### config.mk
export PLATFORM = sky130hd
export DESIGN_NAME = i2c_pot_target
export DESIGN_NICKNAME = d
export VERILOG_FILES = /design/src/rtl/i2c_pot_target.sv
export SDC_FILE = /design/constraint.sdc
export NUM_CORES = 1
export LEC_CHECK = 0
export CORE_MARGIN = 4
export CORE_UTILIZATION = 25
export DETAILED_ROUTE_END_ITERATION = 8
export HOLD_SLACK_MARGIN = 0.06
export PLACE_DENSITY_LB_ADDON = 0.08
export SLEW_MARGIN = 0
export SYNTH_ARGS = -nofsm -noshare
export SYNTH_HDL_FRONTEND = slang
export SYNTH_SLANG_ARGS = --single-unit
export TNS_END_PERCENT = 50
### constraint.sdc
create_clock -name clk -period 4.9 [get_ports clk]
set_clock_uncertainty 0.15 [all_clocks]
set_input_delay 0.49 -clock clk [delete_from_list [all_inputs] [get_ports clk]]
set_output_delay 0.49 -clock clk [all_outputs]
set_load 0.01 [all_outputs]
### src/rtl/i2c_pot_target.sv
// ============================================================================
// Module   : i2c_pot_target
// Brief    : I2C target emulating a DS3502 digital potentiometer (WR/CR regs).
// Revision : 1.0 - initial release
// ============================================================================
`default_nettype none

module i2c_pot_target #(
  parameter logic [6:0] DEV_ADDR   = 7'b0101000,
  parameter int         FILTER_LEN = 3,
  parameter logic [6:0] WR_RESET   = 7'h40
) (
  input  logic       clk,
  input  logic       rst,
  input  logic       scl_i,
  input  logic       sda_i,
  output logic       sda_oe,
  output logic [6:0] wiper,
  output logic [7:0] ctrl,
  output logic       wiper_upd,
  output logic       busy
);

  localparam logic [3:0] c_FLIM = 4'(FILTER_LEN - 1);

  typedef enum logic [3:0] {
    S_IDLE, S_ADDR, S_ACK_A, S_REG, S_ACK_R,
    S_WDATA, S_ACK_W, S_RDATA, S_MACK, S_IGNORE
  } state_t;

  logic [1:0] w_raw;
  logic [1:0] w_filt;
  assign w_raw = {scl_i, sda_i};

  // Per line: 2-FF synchronizer, then the level must persist FILTER_LEN clk
  generate
    for (genvar g = 0; g < 2; g++) begin : g_filt
      logic [1:0] r_sync;
      logic [3:0] r_cnt;
      logic       r_lvl;
      always_ff @(posedge clk) begin
        if (!rst) begin
          r_sync <= 2'b11;
          r_cnt  <= 4'd0;
          r_lvl  <= 1'b1;
        end else begin
          r_sync <= {r_sync[0], w_raw[g]};
          if (r_sync[1] == r_lvl) begin
            r_cnt <= 4'd0;
          end else if (r_cnt == c_FLIM) begin
            r_lvl <= r_sync[1];
            r_cnt <= 4'd0;
          end else begin
            r_cnt <= r_cnt + 4'd1;
          end
        end
      end
      assign w_filt[g] = r_lvl;
    end
  endgenerate

  logic w_scl, w_sda;
  logic r_scl_d, r_sda_d;
  assign w_scl = w_filt[1];
  assign w_sda = w_filt[0];

  always_ff @(posedge clk) begin
    if (!rst) begin
      r_scl_d <= 1'b1;
      r_sda_d <= 1'b1;
    end else begin
      r_scl_d <= w_scl;
      r_sda_d <= w_sda;
    end
  end

  logic w_start, w_stop, w_rise, w_fall;
  assign w_start = w_scl & r_scl_d & r_sda_d & ~w_sda;
  assign w_stop  = w_scl & r_scl_d & ~r_sda_d & w_sda;
  assign w_rise  = w_scl & ~r_scl_d;
  assign w_fall  = ~w_scl & r_scl_d;

  state_t     r_state;
  logic [7:0] r_shift;
  logic [7:0] r_ptr;
  logic [3:0] r_bits;
  logic       r_rw;
  logic [7:0] w_rd_data;
  logic [7:0] w_byte;

  assign w_byte = {r_shift[6:0], w_sda};

  always_comb begin
    w_rd_data = 8'h00;
    case (r_ptr)
      8'h00:   w_rd_data = {1'b0, wiper};
      8'h02:   w_rd_data = ctrl;
      default: w_rd_data = 8'h00;
    endcase
  end

  always_ff @(posedge clk) begin
    if (!rst) begin
      r_state   <= S_IDLE;
      r_shift   <= 8'h00;
      r_ptr     <= 8'h00;
      r_bits    <= 4'd0;
      r_rw      <= 1'b0;
      sda_oe    <= 1'b0;
      wiper     <= WR_RESET;
      ctrl      <= 8'h00;
      wiper_upd <= 1'b0;
      busy      <= 1'b0;
    end else begin
      wiper_upd <= 1'b0;
      // Bus conditions override bit decoding in every state
      if (w_stop) begin
        r_state <= S_IDLE;
        sda_oe  <= 1'b0;
        busy    <= 1'b0;
        r_bits  <= 4'd0;
      end else if (w_start) begin
        r_state <= S_ADDR;
        sda_oe  <= 1'b0;
        busy    <= 1'b0;
        r_bits  <= 4'd0;
      end else begin
        case (r_state)
          S_ADDR, S_REG, S_WDATA: begin
            if (w_rise) begin
              r_shift <= w_byte;
              r_bits  <= r_bits + 4'd1;
              if (r_state == S_WDATA && r_bits == 4'd7) begin
                if (r_ptr == 8'h00) begin
                  wiper     <= w_byte[6:0];
                  wiper_upd <= 1'b1;
                end else if (r_ptr == 8'h02) begin
                  ctrl <= w_byte;
                end
              end
            end else if (w_fall && r_bits == 4'd8) begin
              if (r_state == S_ADDR) begin
                if (r_shift[7:1] == DEV_ADDR) begin
                  sda_oe  <= 1'b1;
                  busy    <= 1'b1;
                  r_rw    <= r_shift[0];
                  r_state <= S_ACK_A;
                end else begin
                  r_state <= S_IGNORE;
                end
              end else if (r_state == S_REG) begin
                r_ptr   <= r_shift;
                sda_oe  <= 1'b1;
                r_state <= S_ACK_R;
              end else begin
                sda_oe  <= 1'b1;
                r_state <= S_ACK_W;
              end
            end
          end
          S_ACK_A: begin
            if (w_fall) begin
              if (r_rw) begin
                r_shift <= w_rd_data;
                sda_oe  <= ~w_rd_data[7];
                r_bits  <= 4'd1;
                r_state <= S_RDATA;
              end else begin
                sda_oe  <= 1'b0;
                r_bits  <= 4'd0;
                r_state <= S_REG;
              end
            end
          end
          S_ACK_R, S_ACK_W: begin
            if (w_fall) begin
              sda_oe  <= 1'b0;
              r_bits  <= 4'd0;
              r_state <= S_WDATA;
            end
          end
          S_RDATA: begin
            if (w_fall) begin
              if (r_bits == 4'd8) begin
                sda_oe  <= 1'b0;
                r_state <= S_MACK;
              end else begin
                sda_oe  <= ~r_shift[6];
                r_shift <= {r_shift[6:0], 1'b0};
                r_bits  <= r_bits + 4'd1;
              end
            end
          end
          // A master ACK re-enters the read-ACK slot, which reloads at the next FALL
          S_MACK: begin
            if (w_rise) begin
              if (!w_sda) begin
                r_state <= S_ACK_A;
              end else begin
                busy    <= 1'b0;
                r_state <= S_IGNORE;
              end
            end
          end
          S_IDLE, S_IGNORE: ;
          default: r_state <= S_IDLE;
        endcase
      end
    end
  end

endmodule

`default_nettype wire
# Word-level counts from Yosys, hierarchy flattened
# Cells that the tools add are included.
# op_classes
add_sub_neg	3
eq_ne	39
muxes	45
bitwise_logic	24
reduce_logical	27
# op_table
operator	count
$mux 4	15
$mux 8	5
$reduce_and 7->1	5
$ne 2x2->1 const B	14
$ne 3x3->1 const B	8
$pmux 4 s6	1
$pmux 8 s3	1
$reduce_and 8->1	3
$eq 4x3->1 const B	5
$mux 1	17
$not 1->1	17
$eq 4x2->1 const B	4
$pmux 4 s4	1
$pmux 8 s2	1
$add 4x1->4 const B	3
$eq 4x4->1 const B	3
$reduce_and 6->1	2
$reduce_or 3->1	4
$eq 8x2->1 const B	1
$logic_not 8->1	1
$and 1x1->1	7
$eq 7x6->1 const B	1
$reduce_or 2->1	3
$reduce_or 6->1	1
other kinds (12)	15
# totals
ff_bits	59
inputBits	4
output_inout_bits	18
word_cells	157

# Longest topological paths before layout
# Gate-level depths: netlist of run 1.
# logic_depth
depth_word	7
ltp_mapped	7
depth_no_buf	6

# Least setup slack after synthesis of run 1
# No wires, ideal clock.
# synth_path
kind	register to register
start	reg r_bits[0]
end	reg r_shift[0]
setup_ns	0.072
arrival_ns	1.648
t_required_ns	4.678
path_slack_ns	3.031
stages_incl_launch_ff	8
synth_period_minus_slack_ns	1.869
path_cell_list	dfxtp_1 > inv_1 > ha_1 > and3b_1 > a31oi_1 > o2111a_1 > buf_2 > mux2i_1
# synth_between
elab_chain_cells	3
# synth_lines
element	line	text
start, declared	86	logic [3:0] r_bits;
start signal, assigned	132	r_bits <= r_bits + 4'd1;
start signal, assigned	190	r_bits <= r_bits + 4'd1;
$eq 4x4->1	184	if (r_bits == 4'd8) begin
$ne 2x2->1 (no source line)	--	
$reduce_and 8->1 (no source line)	--	
end signal, assigned	131	r_shift <= w_byte;
end signal, assigned	164	r_shift <= w_rd_data;
end signal, assigned	189	r_shift <= {r_shift[6:0], 1'b0};
end, declared	84	logic [7:0] r_shift;
# No other way between the ends.
# A chain may end at the register's enable or synchronous reset.

# Worst setup path after layout of run 1
# layout_path
start	reg r_state[0]
end	reg ctrl[5]
# layout_between
elab_chain_cells	3
# layout_lines
element	line	text
start, declared	83	state_t r_state;
start signal, assigned	104	r_state <= S_IDLE;
start signal, assigned	118	r_state <= S_IDLE;
start signal, assigned	123	r_state <= S_ADDR;
$eq 4x3->1 (tied with other cells)	128, 133	
$reduce_or 3->1 / $logic_and 1x1->1 (equally long branches)	128, 133	
$reduce_and 7->1 (no source line) (*)	--	
end signal, assigned	138	ctrl <= w_byte;
end, declared	19	output logic [7:0] ctrl,
# Mark *: on every way between the ends. The rest lies on a longest branch, timed or not.

==> results of run 1 <==
## synthesized netlist by cell type (6+ instances only)
library cell	count	area, um2
a21oi_1	17	85.1
and2_1	7	43.8
buf_2	9	45.0
clkbuf_1	12	45.0
dfxtp_1	59	1180
ha_1	6	75.1
inv_1	8	30.0
mux2i_1	33	330
nand2_1	36	135
nand2b_1	9	56.3
nand3_1	16	80.1
nand4_1	10	62.6
nor2_1	23	86.3
nor3_1	6	30.0
nor4_1	9	56.3
o21ai_0	12	60.1
o31ai_1	8	60.1
## path summary, 6_finish.rpt
path | to | slack (ns) | cells past startpoint
setup reg to reg | ctrl[5] | 2.10 | 4
setup / recovery | ctrl[5] | 2.10 | 4
hold reg to reg | g_filt[0].r_sync[1] | 0.26 | 1
hold / removal | g_filt[0].r_sync[1] | 0.26 | 1
## worst max-delay path, cell delays in order (launching register included)
cell and delay [ns]:
dfxtp_1 0.68, nor2b_1 0.65, nand4_2 0.41, nor3_4 0.59
mux2i_1 0.24
## logic make-up (layout without fill, tap and decap cells)
group | count (synthesis) | after routing
simple gates | 152 | 152
buf+inv | 33 | 49
flops | 59 | 59
xor+xnor | 7 | 7
compound gates | 69 | 69
fa+ha+maj | 6 | 6
mux | 33 | 33
## metrics by stage
step           area [um2]  std cells  power [mW]
2_1_floorplan        3120        359       0.506
3_3_place_gp         3440        527       0.515
3_5_place_dp         3440        527       0.514
4_1_cts              3760        543        1.21
5_1_grt              3760        543        1.23
6_report             3760        543        1.19
## where the power goes
group	leakage, nW	internal, mW	switching (mW)
Sequential	0.476	0.482	0.00168
Combinational	0.673	0.00645	0.0133
Clock	0.154	0.449	0.235
Total	1.30	0.937	0.250
## registers in the layout, summed over array words and instances, names as in the netlist
| signal | flops |
|---|---|
| r_bits | 4 |
| busy | 1 |
| r_ptr | 8 |
| r_rw | 1 |
| r_shift | 8 |
| ctrl | 8 |
| r_scl_d | 1 |
| r_sda_d | 1 |
| wiper_upd | 1 |
| g_filt.r_cnt | 8 |
| wiper | 7 |
| g_filt.r_lvl | 2 |
| sda_oe | 1 |
| r_state | 4 |
| g_filt.r_sync | 4 |
## cells in the final DEF, fill, tap and decap left out, types with 3 or more instances in the layout
| cell | n |
|---|---|
| dfxtp_1 | 59 |
| nand2_1 | 36 |
| mux2i_1 | 33 |
| nor2_1 | 23 |
| clkdlybuf4s50_1 | 21 |
| a21oi_1 | 17 |
| nand3_1 | 16 |
| o21ai_0 | 12 |
| nand4_1 | 10 |
| nand2b_1 | 9 |
| nor4_1 | 9 |
| clkbuf_16 | 9 |
| inv_1 | 8 |
| o31ai_1 | 8 |
| and2_1 | 7 |
| nor3_1 | 6 |
| ha_1 | 6 |
| nor2b_1 | 5 |
| xor2_1 | 5 |
| or3_1 | 4 |
| and3b_1 | 3 |
| a31oi_1 | 3 |
| nor3b_1 | 3 |
| o22ai_1 | 3 |
| o21ai_1 | 3 |
## routing by layer
metal	track usage, %	routed length (um)	part of all wire (%)	up-vias
li1	-	-	-	1337
met1	17.8	4360	48	1302
met2	20.3	4020	45	53
met3	3.86	495	5.5	11
met4	4.94	142	1.6	0
met5	0	0	0	-
## layout make-up
class,count,area [um2],area share (%)
multi-input combinational,267,1790,47.6
inverter,10,37.5,0.997
sequential,59,1180,31.4
tap,168,210,5.59
clock buffer,11,233,6.18
timing repair buffer,23,225,5.98
clock inverter,5,86.3,2.29
==> flow_summary.yaml, run 1 <==
status:
  outcome: "completed"
timing:
  maxSlewViolCount: 0
  fmax_mhz: 357
  finalCritPeriodShare_pct: 57.1
  final.min_clock_period_ns: 2.80
  rsz0062_at_grt: "false"
  worst_pin_slew_ns: 0.897
  tns_ns: 0
  finalSetupViolCount: 0
  finalHoldViolations: 0
  slew_headroom_pct: 40.0
  fin_hold_ws_ns: 0.256
  layout_setup_ws_ns: 2.10
clock_tree:
  clkLatencyLatePin_ns: 0.34
  root_buffer: "clkbuf_16"
  cts_tree: "yes"
  htree_levels: 3
  clock-sinks: 59
  cts_buffers: 9
  cts_setup_buffers: 0
  cts_resized: 0
  clockBufferDepth: 2
  cts_hold_buf: 0
  clk_pin_slew_ns: 0.05
floorplan:
  start_util_pct: 25.8
  pin_count: 22
  die_y_um: 120
  core_area_um2: 12100
  die_area_um2: 14300
  die_w_um: 120
  rows: 40
min_path:
  hold_start: "g_filt[0].r_sync[0]"
  worstHoldPathType: "register to register"
grt:
  grt_pass1_vias: 2620
  grt_pass1_wl_mm: 14.7
  grt_max_degree: 40
  antenna_found_initial: 0
  grt_util_all_layers_pct: 13.3
  overflow: 0
logic_synthesis:
  synth.area.mux_share_pct: 10.6
  synth_xor_area_share_pct: 1.96
  netlist_instances: 359
  synth_compound_area_share_pct: 15.0
  async_reset_ff_share_pct: 0
  synth_seq_cells: 59
  synth-edff-count: 0
  synth_ff_type: "dfxtp_1"
  synth.avg_cell_area_um2: 8.70
  synth_simple_gate_area_share_pct: 27.4
  netlist_area_um2: 3120
  syn_nets: 369
  ys.warnings.count: 0
  ys_types: 62
  seq_area_frac_synth_pct: 37.8
  synth_fa_ha_area_share_pct: 2.40
  synth_top_family_by_area: "simple AND/OR/NAND/NOR gates"
power:
  vdd_drop_max_uv: 179
  p_leak_nw: 1.30
  powerDensity_nw_per_um2: 316
final_layout:
  final_nets: 380
  post-route-util_pct: 31.1
  insertedDiodeCount: 0
  area_growth_pct: 20.6
  fillers: 1342
  drive_gt1_share_pct: 6.93
route:
  wl_per_cell_um: 16.6
  num_vias: 2703
  ant_nets: 0
  drc: 0
  drtIter0Drc: 176
  viasPerCell: 4.98
  first_pass_iters: 4
  routed_wl_mm: 9.02
worst_setup_path:
  required_ns: 5.02
  worstReg2RegStart: "r_state[0]"
  critPathLaunchType: "register"
  worstPathArrival_ns: 2.92
  startpoint: "r_state[0]"
  worstSetupPathType: "register to register"
  endpoint_kind: "register"
  crit_fanout: 19
placement:
  preCtsSetupSlack_ns: 2.00
  numPortBuffers: 21
  hpwl_mm: 6.34
  gp_congestion: 0.785
job:
  drv_cap: 0
Note: power is estimated with default switching activity, not from simulation.
==> inputs of run 2 (changes only) <==
Clock period 4.9 ns to 2.87 ns, I/O delays scaled along.
==> run 2 against run 1 <==
Sequential share of layout area hardly changed; utilization about the same; global-route usage is 0.45 points higher; routed wire length grew 1.6%; fmax rose by 21%; final cell count increased by 0.92%; critical path depth unchanged; sequential cell count did not move; hold slack improved by 0.0011 ns; critical endpoint unchanged.
==> flow_summary.yaml, run 2 (same netlist as run 1, synthesis figures left out) <==
power:
  swShare_pct: 22.9
  p_seq_share_pct: 45.1
  p_clk_share_pct: 53.0
  p_sw_uw: 420
  p_int_mw: 1.41
  powerDensity_nw_per_um2: 488
  combPwrFrac_pct: 1.9
  vdd_drop_max_uv: 311
  p_leak_nw: 1.30
worst_setup_path:
  ff2ff_path_depth: 4
  worstSetupPathType: "register to register"
  worstPathArrival_ns: 2.42
  worstReg2RegStart: "r_state[2]"
  crit_fanout: 19
  critPathLaunchType: "register"
  required_ns: 2.98
  r2r_setup_slack_ns: 0.56
  r2r-end: "ctrl[5]"
  endpoint_kind: "register"
clock_tree:
  clockBufferDepth: 2
  clk_pin_slew_ns: 0.05
  clock-sinks: 59
  cts_hold_buf: 0
  htree_levels: 3
  clkLatencyLatePin_ns: 0.33
  root_buffer: "clkbuf_16"
  cts_tree: "yes"
  cts_resized: 0
  cts_buffers: 9
  cts_setup_buffers: 0
min_path:
  worstHoldPathType: "register to register"
  holdPathEnd: "g_filt[0].r_sync[1]"
  min_path_cells: 1
  hold_start: "g_filt[0].r_sync[0]"
grt:
  antenna_found_initial: 0
  grt_pass1_wl_mm: 15.2
  grt_max_degree: 39
  grt_pass1_vias: 2686
  grt_util_all_layers_pct: 13.8
  overflow: 0
route:
  wl_per_cell_um: 16.7
  ant_nets: 0
  drc: 0
  num_vias: 2645
  drtIter0Drc: 192
  first_pass_iters: 4
  viasPerCell: 4.83
  routed_wl_mm: 9.16
status:
  outcome: "completed"
floorplan:
  core_area_um2: 12100
  die_w_um: 120
  start_util_pct: 25.8
  pin_count: 22
  rows: 40
  die_y_um: 120
  die_area_um2: 14300
final_layout:
  post-route-util_pct: 31.0
  final_common_cell: "dfxtp_1"
  insertedDiodeCount: 0
  instances_no_fill: 548
  final_nets: 386
  multi_input_area_um2: 1790
  final_cell_mix: "dfxtp_1 (59), nand2_1 (36), mux2i_1 (33)"
  area_growth_pct: 20.4
  fillers: 1316
  drive_gt1_share_pct: 8.68
  regArea_um2: 1180
timing:
  fmax_mhz: 433
  layout_setup_ws_ns: 0.561
  finalHoldViolations: 0
  finalSetupViolCount: 0
  maxSlewViolCount: 0
  tns_ns: 0
  rsz0062_at_grt: "false"
  worst_pin_slew_ns: 0.594
  final.min_clock_period_ns: 2.31
  finalCritPeriodShare_pct: 80.4
  slew_headroom_pct: 59.8
placement:
  gp_congestion: 0.801
  hpwl_mm: 6.72
  place_inst: 533
  numPortBuffers: 21
  preCtsSetupSlack_ns: 0.560
job:
  drv_cap: 0
[run 2: cell count changes in the layout (fill, tap and decap cells not counted)]
cell        previous run  this run
inv_6                  1         0
bufinv_16              2         0
clkbuf_1               2         0
clkinvlp_4             0         4
clkinv_4               2         1
clkinv_2               0         1
buf_4                  2         8
[run 2: critical path: stages, from the launching register on]
cell and delay [ns]:
dfxtp_1 0.70, nor2b_1 0.33, nand4_2 0.30, nor3_4 0.52, mux2i_1 0.24
[run 2: through the flow]
| stage | instance area, um2 | total power, mW | hold slack, ns |
|---|---|---|---|
| after detailed placement | 3490 | 0.880 | 0.248 |
| after global routing | 3760 | 1.91 | 0.275 |
| after CTS | 3760 | 1.87 | 0.261 |
| final | 3760 | 1.83 | 0.257 |
| after floorplan | 3120 | 0.864 | 0.236 |
| after global placement | 3490 | 0.880 | 0.243 |
[run 2: cell type report]
type | instances | area share (%)
Clock buffer | 9 | 5.99
Clock inverter | 6 | 1.17
Inverter | 10 | 0.999
Multi-Input combinational cell | 267 | 47.6
Sequential cell | 59 | 31.4
Tap cell | 168 | 5.59
Timing Repair Buffer | 29 | 7.19
[run 2: power by group through the flow]
stage               clock (mW)  sequential (mW)  combinational [mW]
floorplan                    0            0.843              0.0216
global placement             0            0.844              0.0364
detailed placement           0            0.844              0.0360
CTS                       1.01            0.826              0.0360
global route              1.04            0.826              0.0393
finish                   0.971            0.826              0.0354
[run 2: worst max path at each step]
stage,endpoint,start,slack (ns),depth (start not counted)
2_1_floorplan,r_shift[0],r_bits[0],1.00,7
3_3_place_gp,r_shift[2],r_bits[0],0.65,6
3_5_place_dp,ctrl[5],r_state[2],0.56,4
4_1_cts,ctrl[5],r_state[2],0.57,4
5_1_grt,ctrl[6],r_state[2],0.38,4
6_report,ctrl[5],r_state[2],0.56,4
[run 2: metal layers]
metal / vias to the layer above / part of all wire [%] / wire, um / GRT usage, %
li1: 1350 / - / - / -
met1: 1242 / 48 / 4420 / 18.2
met2: 43 / 46 / 4210 / 21.3
met3: 10 / 4.5 / 410 / 4.43
met4: 0 / 1.3 / 123 / 4.29
met5: - / 0 / 0 / 0
==> inputs of run 3 (changes only) <==
Clock period 2.87 ns to 2.33 ns, I/O delays scaled along.
==> run 3 against run 2 <==
Clock power rose by 39%; via count rose by 4.3%; non-clock buffer count rose by 15; sequential share of layout area fell by 1.2 points; highest routed layer unchanged; largest power group unchanged; hold slack got worse by 0.0047 ns; critical path type unchanged.
==> flow_summary.yaml, run 3 (same netlist as run 1, synthesis figures left out) <==
placement:
  preCtsSetupSlack_ns: 0.232
  hpwl_mm: 6.93
  numPortBuffers: 21
  place_area_um2: 3600
  gp_congestion: 0.804
floorplan:
  pin_count: 22
  die_y_um: 120
  rows: 40
  die_area_um2: 14300
  core_area_um2: 12100
  start_util_pct: 25.8
  die_w_um: 120
worst_setup_path:
  ff2ff_path_depth: 5
  r2r-end: "wiper[5]"
  crit_fanout: 7
  critPathLaunchType: "register"
  worstSetupPathType: "register to register"
  worstReg2RegStart: "r_state[0]"
  r2r_setup_slack_ns: 0.22
  required_ns: 2.40
  endpoint_kind: "register"
  worstPathArrival_ns: 2.18
grt:
  antenna_found_initial: 0
  grt_use_met1_pct: 18.7
  grtUsageMet3_pct: 4.62
  grt.busiest_layer: "met2"
  grt_pass1_wl_mm: 15.1
  grt_util_all_layers_pct: 13.8
  gr-usage-met2_pct: 19.6
  grt_pass1_vias: 2739
  grt_max_degree: 26
  overflow: 0
route:
  ant_nets: 0
  drtIter0Drc: 191
  first_pass_iters: 4
  viasPerCell: 4.89
  routed_wl_mm: 9.30
  wl_per_cell_um: 16.5
  num_vias: 2758
  drc: 0
final_layout:
  insertedDiodeCount: 0
  drive_gt1_share_pct: 12.4
  fin_area_um2: 3900
  final_common_cell: "dfxtp_1"
  area_growth_pct: 25.0
  final_cell_mix: "dfxtp_1 (59), nand2_1 (36), mux2i_1 (33)"
  final_nets: 401
min_path:
  min_path_cells: 1
  holdPathEnd: "g_filt[1].r_sync[1]"
  worstHoldPathType: "register to register"
  hold_start: "g_filt[1].r_sync[0]"
clock_tree:
  cts_buffers: 9
  cts_setup_buffers: 0
  clock-sinks: 59
  clk_pin_slew_ns: 0.06
  clkLatencyLatePin_ns: 0.34
  htree_levels: 3
  cts_hold_buf: 0
  clockBufferDepth: 2
  cts_resized: 0
  cts_tree: "yes"
  root_buffer: "clkbuf_16"
timing:
  finalCritPeriodShare_pct: 90.6
  maxSlewViolCount: 0
  layout_setup_ws_ns: 0.219
  rsz0062_at_grt: "false"
  finalSetupViolCount: 0
  fin_hold_ws_ns: 0.253
  worst_pin_slew_ns: 0.575
  final.min_clock_period_ns: 2.11
  finalHoldViolations: 0
  tns_ns: 0
  fmax_mhz: 474
  slew_headroom_pct: 61.6
status:
  outcome: "completed"
power:
  p_leak_nw: 1.39
  finalPower_mw: 2.41
  vdd_drop_max_uv: 352
  powerDensity_nw_per_um2: 618
job:
  drv_cap: 0
==> run 3: cell types whose count changed in the layout (fill, tap and decap cells not counted), sizes merged <==
cell      delta
clkinv       -1
inv          +2
bufinv       +1
clkinvlp     -1
buf         +15
==> run 3: final cells by class <==
type	count	area, um2
fillers	1318	8210
multi-input cells	267	1790
flip-flops and latches	59	1180
repair buffers	44	383
clock buffers	9	225
well taps	168	210
clock inverters	7	75.1
inverters	10	37.5
==> run 3: where the power goes <==
group | switching (mW) | leakage, nW | total (mW) | internal, mW
sequential | 0.00321 | 0.476 | 1.02 | 1.01
combinational | 0.0306 | 0.775 | 0.0479 | 0.0173
clock | 0.515 | 0.138 | 1.35 | 0.832
total | 0.549 | 1.39 | 2.41 | 1.86
==> run 3: worst max path at each step <==
stage | from | to | slack, ns | cells past startpoint
6_report | r_state[0] | wiper[5] | 0.22 | 5
5_1_grt | r_bits[0] | ctrl[7] | 0.03 | 6
4_1_cts | r_bits[0] | r_shift[0] | 0.22 | 6
3_5_place_dp | r_bits[0] | r_shift[0] | 0.23 | 6
3_3_place_gp | r_state[0] | wiper[6] | 0.18 | 5
2_1_floorplan | r_bits[0] | r_shift[0] | 0.46 | 7
==> run 3: critical path: stages (launching register included) <==
cell and delay [ns]:
dfxtp_1 0.38, nor2b_1 0.47, buf_4 0.23, nand3_1 0.32
o31ai_1 0.33, a21oi_1 0.10
==> run 3: per-stage QoR <==
stage / cells / util, %
after floorplan: 359 / -
after global placement: 548 / 29.7
after detailed placement: 548 / 29.7
after CTS: 564 / 32.2
after global routing: 564 / 32.2
final: 564 / 32.2
==> run 3: routing by layer <==
metal / vias up / share of wire (%)
met3: 20 / 5.0
li1: 1386 / -
met5: - / 0
met1: 1282 / 48
met2: 70 / 44
met4: 0 / 2.8
